==> config.mk <==
export PLATFORM = sky130hd
export DESIGN_NAME = uart_rx_fsm
export DESIGN_NICKNAME = d
export VERILOG_FILES = /design/src/rtl/uart_rx_fsm.sv
export SDC_FILE = /design/constraint.sdc
export NUM_CORES = 1
export LEC_CHECK = 0
export ABC_CLOCK_PERIOD_IN_PS = 2500
export CAP_MARGIN = 25
export CORE_ASPECT_RATIO = 2
export CORE_MARGIN = 4
export CORE_UTILIZATION = 30
export CTS_BUF_LIST = sky130_fd_sc_hd__clkbuf_16
export DETAILED_ROUTE_END_ITERATION = 10
export PLACE_DENSITY = 0.51
export REMOVE_ABC_BUFFERS = 1
export SLEW_MARGIN = 20
export SYNTH_ARGS = -nofsm -noshare
export SYNTH_HDL_FRONTEND = slang
export SYNTH_SLANG_ARGS = --single-unit
==> constraint.sdc <==
create_clock -name CLK -period 2.5 [get_ports CLK]
set_input_delay 0.5 -clock CLK [delete_from_list [all_inputs] [get_ports CLK]]
set_output_delay 0.5 -clock CLK [all_outputs]
set_load 0.02 [all_outputs]
==> src/rtl/uart_rx_fsm.sv <==
// rtl/uart_rx_fsm.sv - UART receive FSM with 3-sample majority voting; parity support under UART_RX_PARITY_SUPPORT_EN
module uart_rx_fsm #(
    parameter int DATA_WIDTH = 8
) (
    input  logic                  CLK,
    input  logic                  RST,
    input  logic                  RX_IN,
    input  logic [5:0]            PRESCALE,
    input  logic                  PAR_EN,
    input  logic                  PAR_TYP,
    input  logic [4:0]            EDGE_COUNT,
    input  logic [3:0]            BIT_COUNT,
    output logic                  EN,
    output logic                  COUNT_RST,
    output logic [DATA_WIDTH-1:0] P_DATA,
    output logic                  DATA_VALID,
    output logic                  PAR_ERR,
    output logic                  STP_ERR
);

`ifdef UART_RX_PARITY_SUPPORT_EN
    typedef enum logic [2:0] {S_IDLE, S_START, S_DATA, S_PARITY, S_STOP, S_DONE} state_t;
`else
    typedef enum logic [2:0] {S_IDLE, S_START, S_DATA, S_STOP, S_DONE} state_t;
    logic unused_par;
    assign unused_par = PAR_EN ^ PAR_TYP;
`endif

    localparam logic [3:0] LAST_BIT = 4'(DATA_WIDTH);

    state_t                state_q, state_d;
    logic [DATA_WIDTH-1:0] p_data_q, p_data_d;
    logic                  par_err_q, par_err_d;
    logic                  stp_err_q, stp_err_d;
    logic [2:0]            samp_q, samp_d;

    logic [5:0] edge6;
    logic [5:0] half;
    logic       prescale_ok;
    logic       end_of_bit;
    logic       sampled;

    assign edge6       = {1'b0, EDGE_COUNT};
    assign half        = {1'b0, PRESCALE[5:1]};
    assign prescale_ok = (PRESCALE == 6'd8) || (PRESCALE == 6'd16) || (PRESCALE == 6'd32);
    assign end_of_bit  = (edge6 == PRESCALE - 6'd1);
    assign sampled     = (samp_q[0] & samp_q[1]) | (samp_q[0] & samp_q[2]) | (samp_q[1] & samp_q[2]);

    always_ff @(posedge CLK or negedge RST) begin
        if (!RST) begin
            state_q <= S_IDLE;
        end else begin
            state_q <= state_d;
        end
    end

    always_comb begin
        state_d = state_q;
        case (state_q)
            S_IDLE:   if (prescale_ok && !RX_IN) state_d = S_START;
            S_START:  if (end_of_bit) state_d = sampled ? S_IDLE : S_DATA;
            S_DATA: begin
                if (end_of_bit && (BIT_COUNT == LAST_BIT)) begin
`ifdef UART_RX_PARITY_SUPPORT_EN
                    state_d = PAR_EN ? S_PARITY : S_STOP;
`else
                    state_d = S_STOP;
`endif
                end
            end
`ifdef UART_RX_PARITY_SUPPORT_EN
            S_PARITY: if (end_of_bit) state_d = S_STOP;
`endif
            S_STOP:   if (end_of_bit) state_d = S_DONE;
            S_DONE:   state_d = RX_IN ? S_IDLE : S_START;
            default:  state_d = S_IDLE;
        endcase
    end

    always_comb begin
        EN         = 1'b1;
        COUNT_RST  = !((state_q == S_IDLE) || (state_q == S_DONE));
        DATA_VALID = (state_q == S_DONE) && !par_err_q && !stp_err_q;
    end

    // Mid-bit sampling, decisions at end-of-bit; error flags are sticky until the next start
    always_comb begin
        samp_d    = samp_q;
        p_data_d  = p_data_q;
        par_err_d = par_err_q;
        stp_err_d = stp_err_q;
        if (state_q != S_IDLE) begin
            if (edge6 == half - 6'd1) samp_d[0] = RX_IN;
            if (edge6 == half)        samp_d[1] = RX_IN;
            if (edge6 == half + 6'd1) samp_d[2] = RX_IN;
        end
        if ((state_d == S_START) && (state_q != S_START)) begin
            par_err_d = 1'b0;
            stp_err_d = 1'b0;
        end
        if (end_of_bit) begin
            case (state_q)
                S_DATA:   p_data_d = {sampled, p_data_q[DATA_WIDTH-1:1]};
`ifdef UART_RX_PARITY_SUPPORT_EN
                S_PARITY: if (sampled != ((^p_data_q) ^ PAR_TYP)) par_err_d = 1'b1;
`endif
                S_STOP:   if (!sampled) stp_err_d = 1'b1;
                default:  ;
            endcase
        end
    end

    always_ff @(posedge CLK or negedge RST) begin
        if (!RST) begin
            p_data_q  <= '0;
            par_err_q <= 1'b0;
            stp_err_q <= 1'b0;
            samp_q    <= 3'b111;
        end else begin
            p_data_q  <= p_data_d;
            par_err_q <= par_err_d;
            stp_err_q <= stp_err_d;
            samp_q    <= samp_d;
        end
    end

    assign P_DATA  = p_data_q;
    assign PAR_ERR = par_err_q;
    assign STP_ERR = stp_err_q;

endmodule

Yosys cells after proc, flatten, opt, wreduce, memory -nomap -nowiden
Cells that the tools add are included.
{"block": "classes", "addsub": 3, "multipliers": 0, "div_mod_pow": 0, "n_lt_le_gt_ge": 0, "eq_ne": 14, "n_shift": 0, "n_mux": 11, "n_bitwise": 5, "n_reduce_logical": 16}
{"operator": "5-bit by 6-bit == test with 1-bit output", "count": 3}
{"operator": "3-bit one-hot mux with 5 select lines", "count": 1}
{"operator": "3-bit two-way mux", "count": 4}
{"operator": "2-bit AND reduction", "count": 4}
{"operator": "5-bit by 1-bit adder with 6-bit output (second input constant)", "count": 1}
{"operator": "3-bit by 1-bit == test with 1-bit output (second input constant)", "count": 2}
{"operator": "3-bit by 2-bit == test with 1-bit output (second input constant)", "count": 2}
{"operator": "6-bit by 4-bit == test with 1-bit output (second input constant)", "count": 1}
{"operator": "6-bit by 5-bit == test with 1-bit output (second input constant)", "count": 1}
{"operator": "6-bit == test (second input constant)", "count": 1}
{"operator": "5-bit by 1-bit subtractor with 6-bit output (second input constant)", "count": 1}
{"operator": "6-bit by 1-bit subtractor with 6-bit output (second input constant)", "count": 1}
{"operator": "5-bit == test", "count": 1}
{"operator": "1-bit two-way mux", "count": 5}
{"operator": "4-bit == test (second input constant)", "count": 1}
{"operator": "1-bit logical AND", "count": 4}
{"operator": "1-bit bitwise AND", "count": 3}
{"operator": "3-bit == test (second input constant)", "count": 1}
{"operator": "1-bit zero test", "count": 3}
{"operator": "3-bit zero test", "count": 1}
{"operator": "1-bit logical OR", "count": 3}
{"operator": "3-bit by 1-bit != test with 1-bit output (second input constant)", "count": 1}
{"operator": "3-bit nonzero test", "count": 1}
{"operator": "2-bit two-way mux", "count": 1}
{"operator": "1-bit bitwise OR", "count": 2}
{"block": "totals", "ff_bits": 15, "latch_bits": 0, "ramBits": 0, "romBits": 0, "inputBits": 20, "output_inout_bits": 13, "elab_cells": 55, "mem_count": 0}

Longest topological paths before layout
Gate-level depths: netlist of the first run.
{"block": "depth", "depth_word": 12, "depth_mapped": 7, "mapped_depth_nobuf": 7}

Worst setup path before layout of the first run
No wires, ideal clock.
{"block": "synth_timing", "path_kind": "input to register", "start": "input port PRESCALE[1]", "end": "register p_data_q[0], in the netlist P_DATA[0]", "setup_time_ns": 0.125, "arrival_time_ns": 1.951, "required_ns": 2.375, "slack_ns": 0.424, "cell_stages": 7, "n_path_buf": 0, "cell_sequence": "inv_1 -> ha_1 -> nor2b_1 -> or3_4 -> a31oi_4 -> nand3_4 -> mux2_4"}
{"block": "synth_between", "elab_chain_cells": 3}
{"item": "from (decl)", "line": "8", "source": "input logic [5:0] PRESCALE,"}
{"item": "6-bit by 1-bit subtractor with 6-bit output", "line": "46", "source": "assign end_of_bit = (edge6 == PRESCALE - 6'd1);"}
{"item": "5-bit by 6-bit == test with 1-bit output", "line": "46"}
{"item": "2-bit AND reduction (no line)"}
{"item": "to (signal assigned)", "line": "120", "source": "p_data_q <= p_data_d;"}
{"item": "to (decl)", "line": "32", "source": "logic [DATA_WIDTH-1:0] p_data_q, p_data_d;"}
No other way between the ends.
A chain may end at the register's enable or synchronous reset.

Worst setup path after layout of the first run
{"block": "layout_timing", "start": "input port PRESCALE[1]", "end": "register p_data_q[5], in the netlist P_DATA[5]"}
Same word-level chain as after synthesis.

==> results of run 1 <==
==> area by class of cell <==
class | count | area (µm²)
flip-flops and latches | 15 | 379
inverters | 4 | 15.0
repair buffers | 43 | 393
well taps | 51 | 63.8
multi-input cells | 92 | 786
fillers | 399 | 2170
clock inverters | 1 | 3.75
clock buffers | 3 | 75.1
==> synthesized netlist by cell type, drive strengths merged <==
cell type,n
a21boi,1
a21o,1
a21oi,3
a22o,1
a31o,1
a31oi,2
and3,2
and3b,1
buf,4
conb,2
dfrtp,12
dfstp,3
ha,5
inv,4
maj3,1
mux2,11
mux2i,1
nand2,3
nand2b,2
nand3,1
nand3b,2
nand4,3
nor2,6
nor2b,3
nor3,5
nor3b,2
nor4,1
nor4b,1
o2111a,1
o211a,1
o211ai,2
o21ai,5
o221ai,1
o311ai,1
or2,1
or3,3
or4b,1
xnor2,10
xor2,5
==> through the flow <==
stage / power (mW) / setup TNS, ps
after detailed placement: 0.742 / -1630
after CTS: 1.05 / 0
after global routing: 1.10 / 0
after floorplan: 0.576 / 0
after global placement: 0.724 / -1280
final: 1.03 / 0
==> metal layers <==
metal	global-route usage [%]	up-vias	routed length, µm
met3	1.38	5	119
met5	0	-	0
met1	11.0	477	983
met2	24.4	27	1740
met4	3.94	0	44
li1	-	500	-
==> final timing paths <==
check                       endpoint  cells past startpoint        start
setup / recovery           P_DATA[5]                      9  PRESCALE[1]
hold / removal             P_DATA[0]                      1    P_DATA[0]
setup reg to reg           P_DATA[5]                      4   state_q[2]
hold reg to reg            P_DATA[0]                      1    P_DATA[0]
max in group asynchronous  P_DATA[0]                      1          RST
min in group asynchronous  P_DATA[6]                      1          RST
==> sequential cells by signal, indices dropped and copies added, names as in the netlist <==
| register | flops |
|---|---|
| state_q | 3 |
| STP_ERR | 1 |
| samp_q | 3 |
| P_DATA | 8 |
==> report_power, final <==
part | leakage (nW) | internal, mW | switching, mW
clock | 0.0423 | 0.211 | 0.0879
combinational | 0.500 | 0.186 | 0.190
sequential | 0.194 | 0.315 | 0.0425
total | 0.736 | 0.713 | 0.320
==> cells by family (layout without fill, tap and decap cells) <==
logic type / count (synthesis) / in the layout / share of synthesized area, %
and+or+nand+nor: 37 / 37 / 20.2
AOI/OAI and AO/OA: 20 / 20 / 13.3
xor gates and xnor gates: 15 / 15 / 10.9
DFF: 15 / 15 / 31.5
muxes: 12 / 12 / 13.6
buffers and inverters: 8 / 51 / 3.84
adders and majority gates: 6 / 6 / 6.02
other: 2 / 2 / 0.623
==> critical path, stage by stage <==
cell,delay [ps]
clkdlybuf4s50_1,430
inv_2,100
ha_2,190
buf_4,120
nor2b_1,50
or3_4,340
a31oi_4,200
nand3_4,190
mux2_4,340
==> impl_metrics.csv, run 1 <==
group,metric,value,unit
status,outcome,"finished, final reports clean",
power,cellLeakagePower,0.736,nW
placed_design,placed_area,1630,µm²
clocking,cts.path.max_buffers,2,
clocking,post-cts-setup-buffer-count,0,
global_route,grt_pass1_wl,4730,µm
layout,antenna_cells,0,
hold_path,hold_path_class,"register to register",
timing,min_period_over_period,94.1,%
clocking,cts_buffers,3,
critical_path,crit_type,"primary input to register",
layout,drive_gt1_share,25.9,%
logic_synthesis,post_synth_num_cell_types,47,
critical_path,cp-start-kind,"primary input",
layout,fin_util,44.2,%
layout,nets,184,
routing,routedWlPerCell,13.8,µm
timing,hold_ws,512,ps
routing,drt-pass1-iter-count,3,
logic_synthesis,netlist.area_leader.share,24.9,%
logic_synthesis,synthCells,115,
critical_path,required,2620,ps
routing,wirelength,2890,µm
timing,slew_headroom,54.2,%
die,num_rows,32,
routing,final_antenna_net_count,0,
timing,finClkSkew,2.16,ps
routing,vias_per_cell,4.83,
routing,num_vias,1009,
clocking,cts_sinks,15,
clocking,cts.clk_slew.worst_paths,50,ps
timing,slew_violations,0,
logic_synthesis,syn_avg_cell_area,10.5,µm²
logic_synthesis,yosys-top-cells-area,"dfrtp_1, mux2_4, xnor2_1",
global_route,antenna_found_initial,0,
logic_synthesis,yosys.area.top_type,"dfrtp_1",
clocking,clk_latency,240,ps
die,die_h,97.6,µm
critical_path,cp_max_fo,8,
global_route,grt_usage,12.0,%
logic_synthesis,synth_seq_cells,15,
layout,final_area,1720,µm²
die,io_pins,33,
power,vdd_drop_max,0.354,mV
logic_synthesis,seq_area_frac_synth,31.5,%
placed_design,gp_congestion,0.827,
logic_synthesis,synth_area,1200,µm²
critical_path,cp.arrival,2480,ps
clocking,cts_resized,0,
die,core_area,3880,µm²
clocking,cts_tree,"built",
clocking,cts_hold_buf,0,
placed_design,pre_cts_slack,-183,ps
timing,finalSetupViolations,0,
global_route,grt_pass1_vias,1091,
routing,drt_iter0_drc,7,
die,start_util,31.0,%
layout,areaGrowthSynthToFinish,42.4,%
timing,period_minus_slack,2350,ps
die,dieArea,5160,µm²
clocking,htree_levels,1,
clocking,cts-root-buf,"clkbuf_16",
layout,layout_common_cells,"clkdlybuf4s50_1, buf_4, dfrtp_1",
power,p_per_area,602,nW/µm²
layout,final_common_cell,"clkdlybuf4s50_1",
placed_design,dp_hpwl,2500,µm
timing,worst_pin_slew,684,ps
run,drv_cap,0,
logic_synthesis,yosysWarningCount,0,
global_route,grt_start_max_net_pins,16,
timing,hold_viol_final,0,
timing,grt_setup_unrepaired,"false",
layout,stdcell_count,209,
critical_path,end_kind,"register",
timing,fmax,425,MHz
placed_design,place_inst,205,
critical_path,r2r_slack,950,ps
global_route,grt-ovfl-total,0,
timing,worst_slack,147,ps
routing,drc_errors,0,
die,dieWidth,52.8,µm
placed_design,portBuffers,28,
No activity file was read; power rests on OpenSTA's default activity.
==> run 2, diff against run 1 <==
- CORE_ASPECT_RATIO: 2 -> 1.1
- CTS_CLUSTER_DIAMETER: unset -> 120
==> run 2 against run 1 <==
Compared with the run above:
- non-clock buffer count is the same
- via count shrank 2.2%
- routed wire length fell by 9.7%
- combinational power shrank 2%
- largest power group unchanged
==> impl_metrics.csv, run 2 (synthesized netlist as in run 1, its figures left out) <==
group,metric,value,unit
status,outcome,"finished, final reports clean",
timing,worst_pin_slew,665,ps
layout,antenna_cells,0,
placed_design,gp_congestion,0.805,
critical_path,crit_type,"primary input to register",
die,num_rows,23,
clocking,cts_hold_buf,0,
layout,drive_gt1_share,24.7,%
power,p_seq_share,34.5,%
layout,layout_common_cells,"clkdlybuf4s50_1, buf_4, dfrtp_1",
power,p_switching,0.316,mW
power,p_per_area,602,nW/µm²
die,dieWidth,68.4,µm
clocking,post-cts-setup-buffer-count,0,
critical_path,cp-start-kind,"primary input",
clocking,cts_buffers,3,
clocking,cts_tree,"built",
global_route,grt_usage,11.8,%
routing,drt_iter0_drc,23,
power,p_comb_share,35.9,%
critical_path,cp.arrival,2510,ps
layout,areaGrowthSynthToFinish,41.8,%
hold_path,hold_path_class,"register to register",
critical_path,reg2reg_depth,4,
die,start_util,32.0,%
power,p_sw_share,30.7,%
global_route,grt_pass1_vias,1053,
routing,num_vias,987,
timing,min_period_over_period,95.4,%
placed_design,dp_hpwl,2230,µm
routing,drt-pass1-iter-count,4,
timing,finClkSkew,1.28,ps
timing,hold_viol_final,0,
die,die_h,74.5,µm
timing,fmax,419,MHz
critical_path,cp_max_fo,8,
die,io_pins,33,
clocking,cts-root-buf,"clkbuf_16",
timing,grt_setup_unrepaired,"false",
global_route,grt_start_max_net_pins,16,
clocking,clk_latency,240,ps
layout,nets,184,
critical_path,end_kind,"register",
routing,vias_per_cell,4.75,
clocking,cts_resized,0,
global_route,grt-ovfl-total,0,
clocking,cts.clk_slew.worst_paths,50,ps
placed_design,portBuffers,28,
routing,drc_errors,0,
run,drv_cap,0,
clocking,cts.path.max_buffers,2,
routing,wirelength,2610,µm
critical_path,required,2620,ps
placed_design,placed_area,1630,µm²
layout,fin_util,45.3,%
layout,final_common_cell,"clkdlybuf4s50_1",
layout,final_area,1710,µm²
power,p_int,0.713,mW
power,clkPwrFrac,29.6,%
timing,slew_headroom,55.5,%
timing,period_minus_slack,2380,ps
die,core_area,3770,µm²
routing,routedWlPerCell,12.5,µm
clocking,htree_levels,1,
layout,largest_reg_flops,8,
clocking,cts_sinks,15,
power,vdd_drop_max,0.278,mV
global_route,antenna_found_initial,0,
die,dieArea,5100,µm²
routing,final_antenna_net_count,0,
hold_path,hold_depth,1,
power,cellLeakagePower,0.737,nW
timing,slew_violations,0,
global_route,grt_pass1_wl,4560,µm
timing,finalSetupViolations,0,
[run 2: changes by cell type in the layout (fill, tap and decap cells not counted), sizes merged]
cell / change
inv: -1
clkinv: +1
[run 2: metal layers]
| metal | track usage (%) | wire, µm | up-vias |
|---|---|---|---|
| li1 | - | - | 496 |
| met1 | 13.5 | 1110 | 460 |
| met2 | 21.1 | 1310 | 27 |
| met3 | 1.81 | 139 | 4 |
| met4 | 5.30 | 45 | 0 |
| met5 | 0 | 0 | - |
[run 2: path summary, 6_finish.rpt]
| path | from | to | slack (ps) |
|---|---|---|---|
| min in group asynchronous | RST | state_q[1] | 670 |
| setup / recovery | PRESCALE[1] | P_DATA[3] | 120 |
| hold reg to reg | P_DATA[0] | P_DATA[0] | 510 |
| setup reg to reg | state_q[2] | P_DATA[3] | 960 |
| hold / removal | P_DATA[0] | P_DATA[0] | 510 |
| max in group asynchronous | RST | P_DATA[3] | 1410 |
[run 2: power groups by stage]
stage / clock network, mW / registers, mW / logic, mW
global route: 0.324 / 0.363 / 0.411
floorplan: 0 / 0.365 / 0.211
global placement: 0 / 0.356 / 0.364
finish: 0.304 / 0.355 / 0.370
CTS: 0.313 / 0.355 / 0.375
detailed placement: 0 / 0.358 / 0.376
[run 2: worst max-delay path, cell delays in order]
cell             delay [ps]
clkdlybuf4s50_1         470
inv_1                    90
ha_1                    210
nor2b_1                 130
or3_4                   370
a31oi_4                 200
nand3_4                 190
mux2_4                  340
[run 2: cell type report]
class / instances / area, µm²
Clock buffer: 3 / 75.1
Clock inverter: 1 / 5.00
Fill cell: 370 / 2060
Inverter: 4 / 15.0
Multi-Input combinational cell: 92 / 779
Sequential cell: 15 / 379
Tap cell: 50 / 62.6
Timing Repair Buffer: 43 / 393
[run 2: metrics by stage]
stage	TNS, ps	power (mW)	std cells	hold slack [ps]	worst slack [ps]
floorplan	0	0.576	111	204	424
CTS	0	1.04	208	517	92.2
finish	0	1.03	208	512	115
detailed placement	-1390	0.733	204	503	-161
global route	0	1.10	208	533	2.81
global placement	-1220	0.720	204	493	-146
==> run 3, diff against run 2 <==
==> constraint.sdc (replaced) <==
create_clock -name CLK -period 2.5 [get_ports CLK]
set_input_delay 0.5 -clock CLK [delete_from_list [all_inputs] [get_ports CLK]]
set_output_delay 0.5 -clock CLK [all_outputs]
set_load 0.01 [all_outputs]
==> results of run 3 <==
Same layout as run 2 (identical final DEF). Status: finished, final reports clean.
Among the figures that moved: total power 1.03 mW -> 1.01 mW; worst IR drop on VDD 0.278 mV -> 0.275 mV
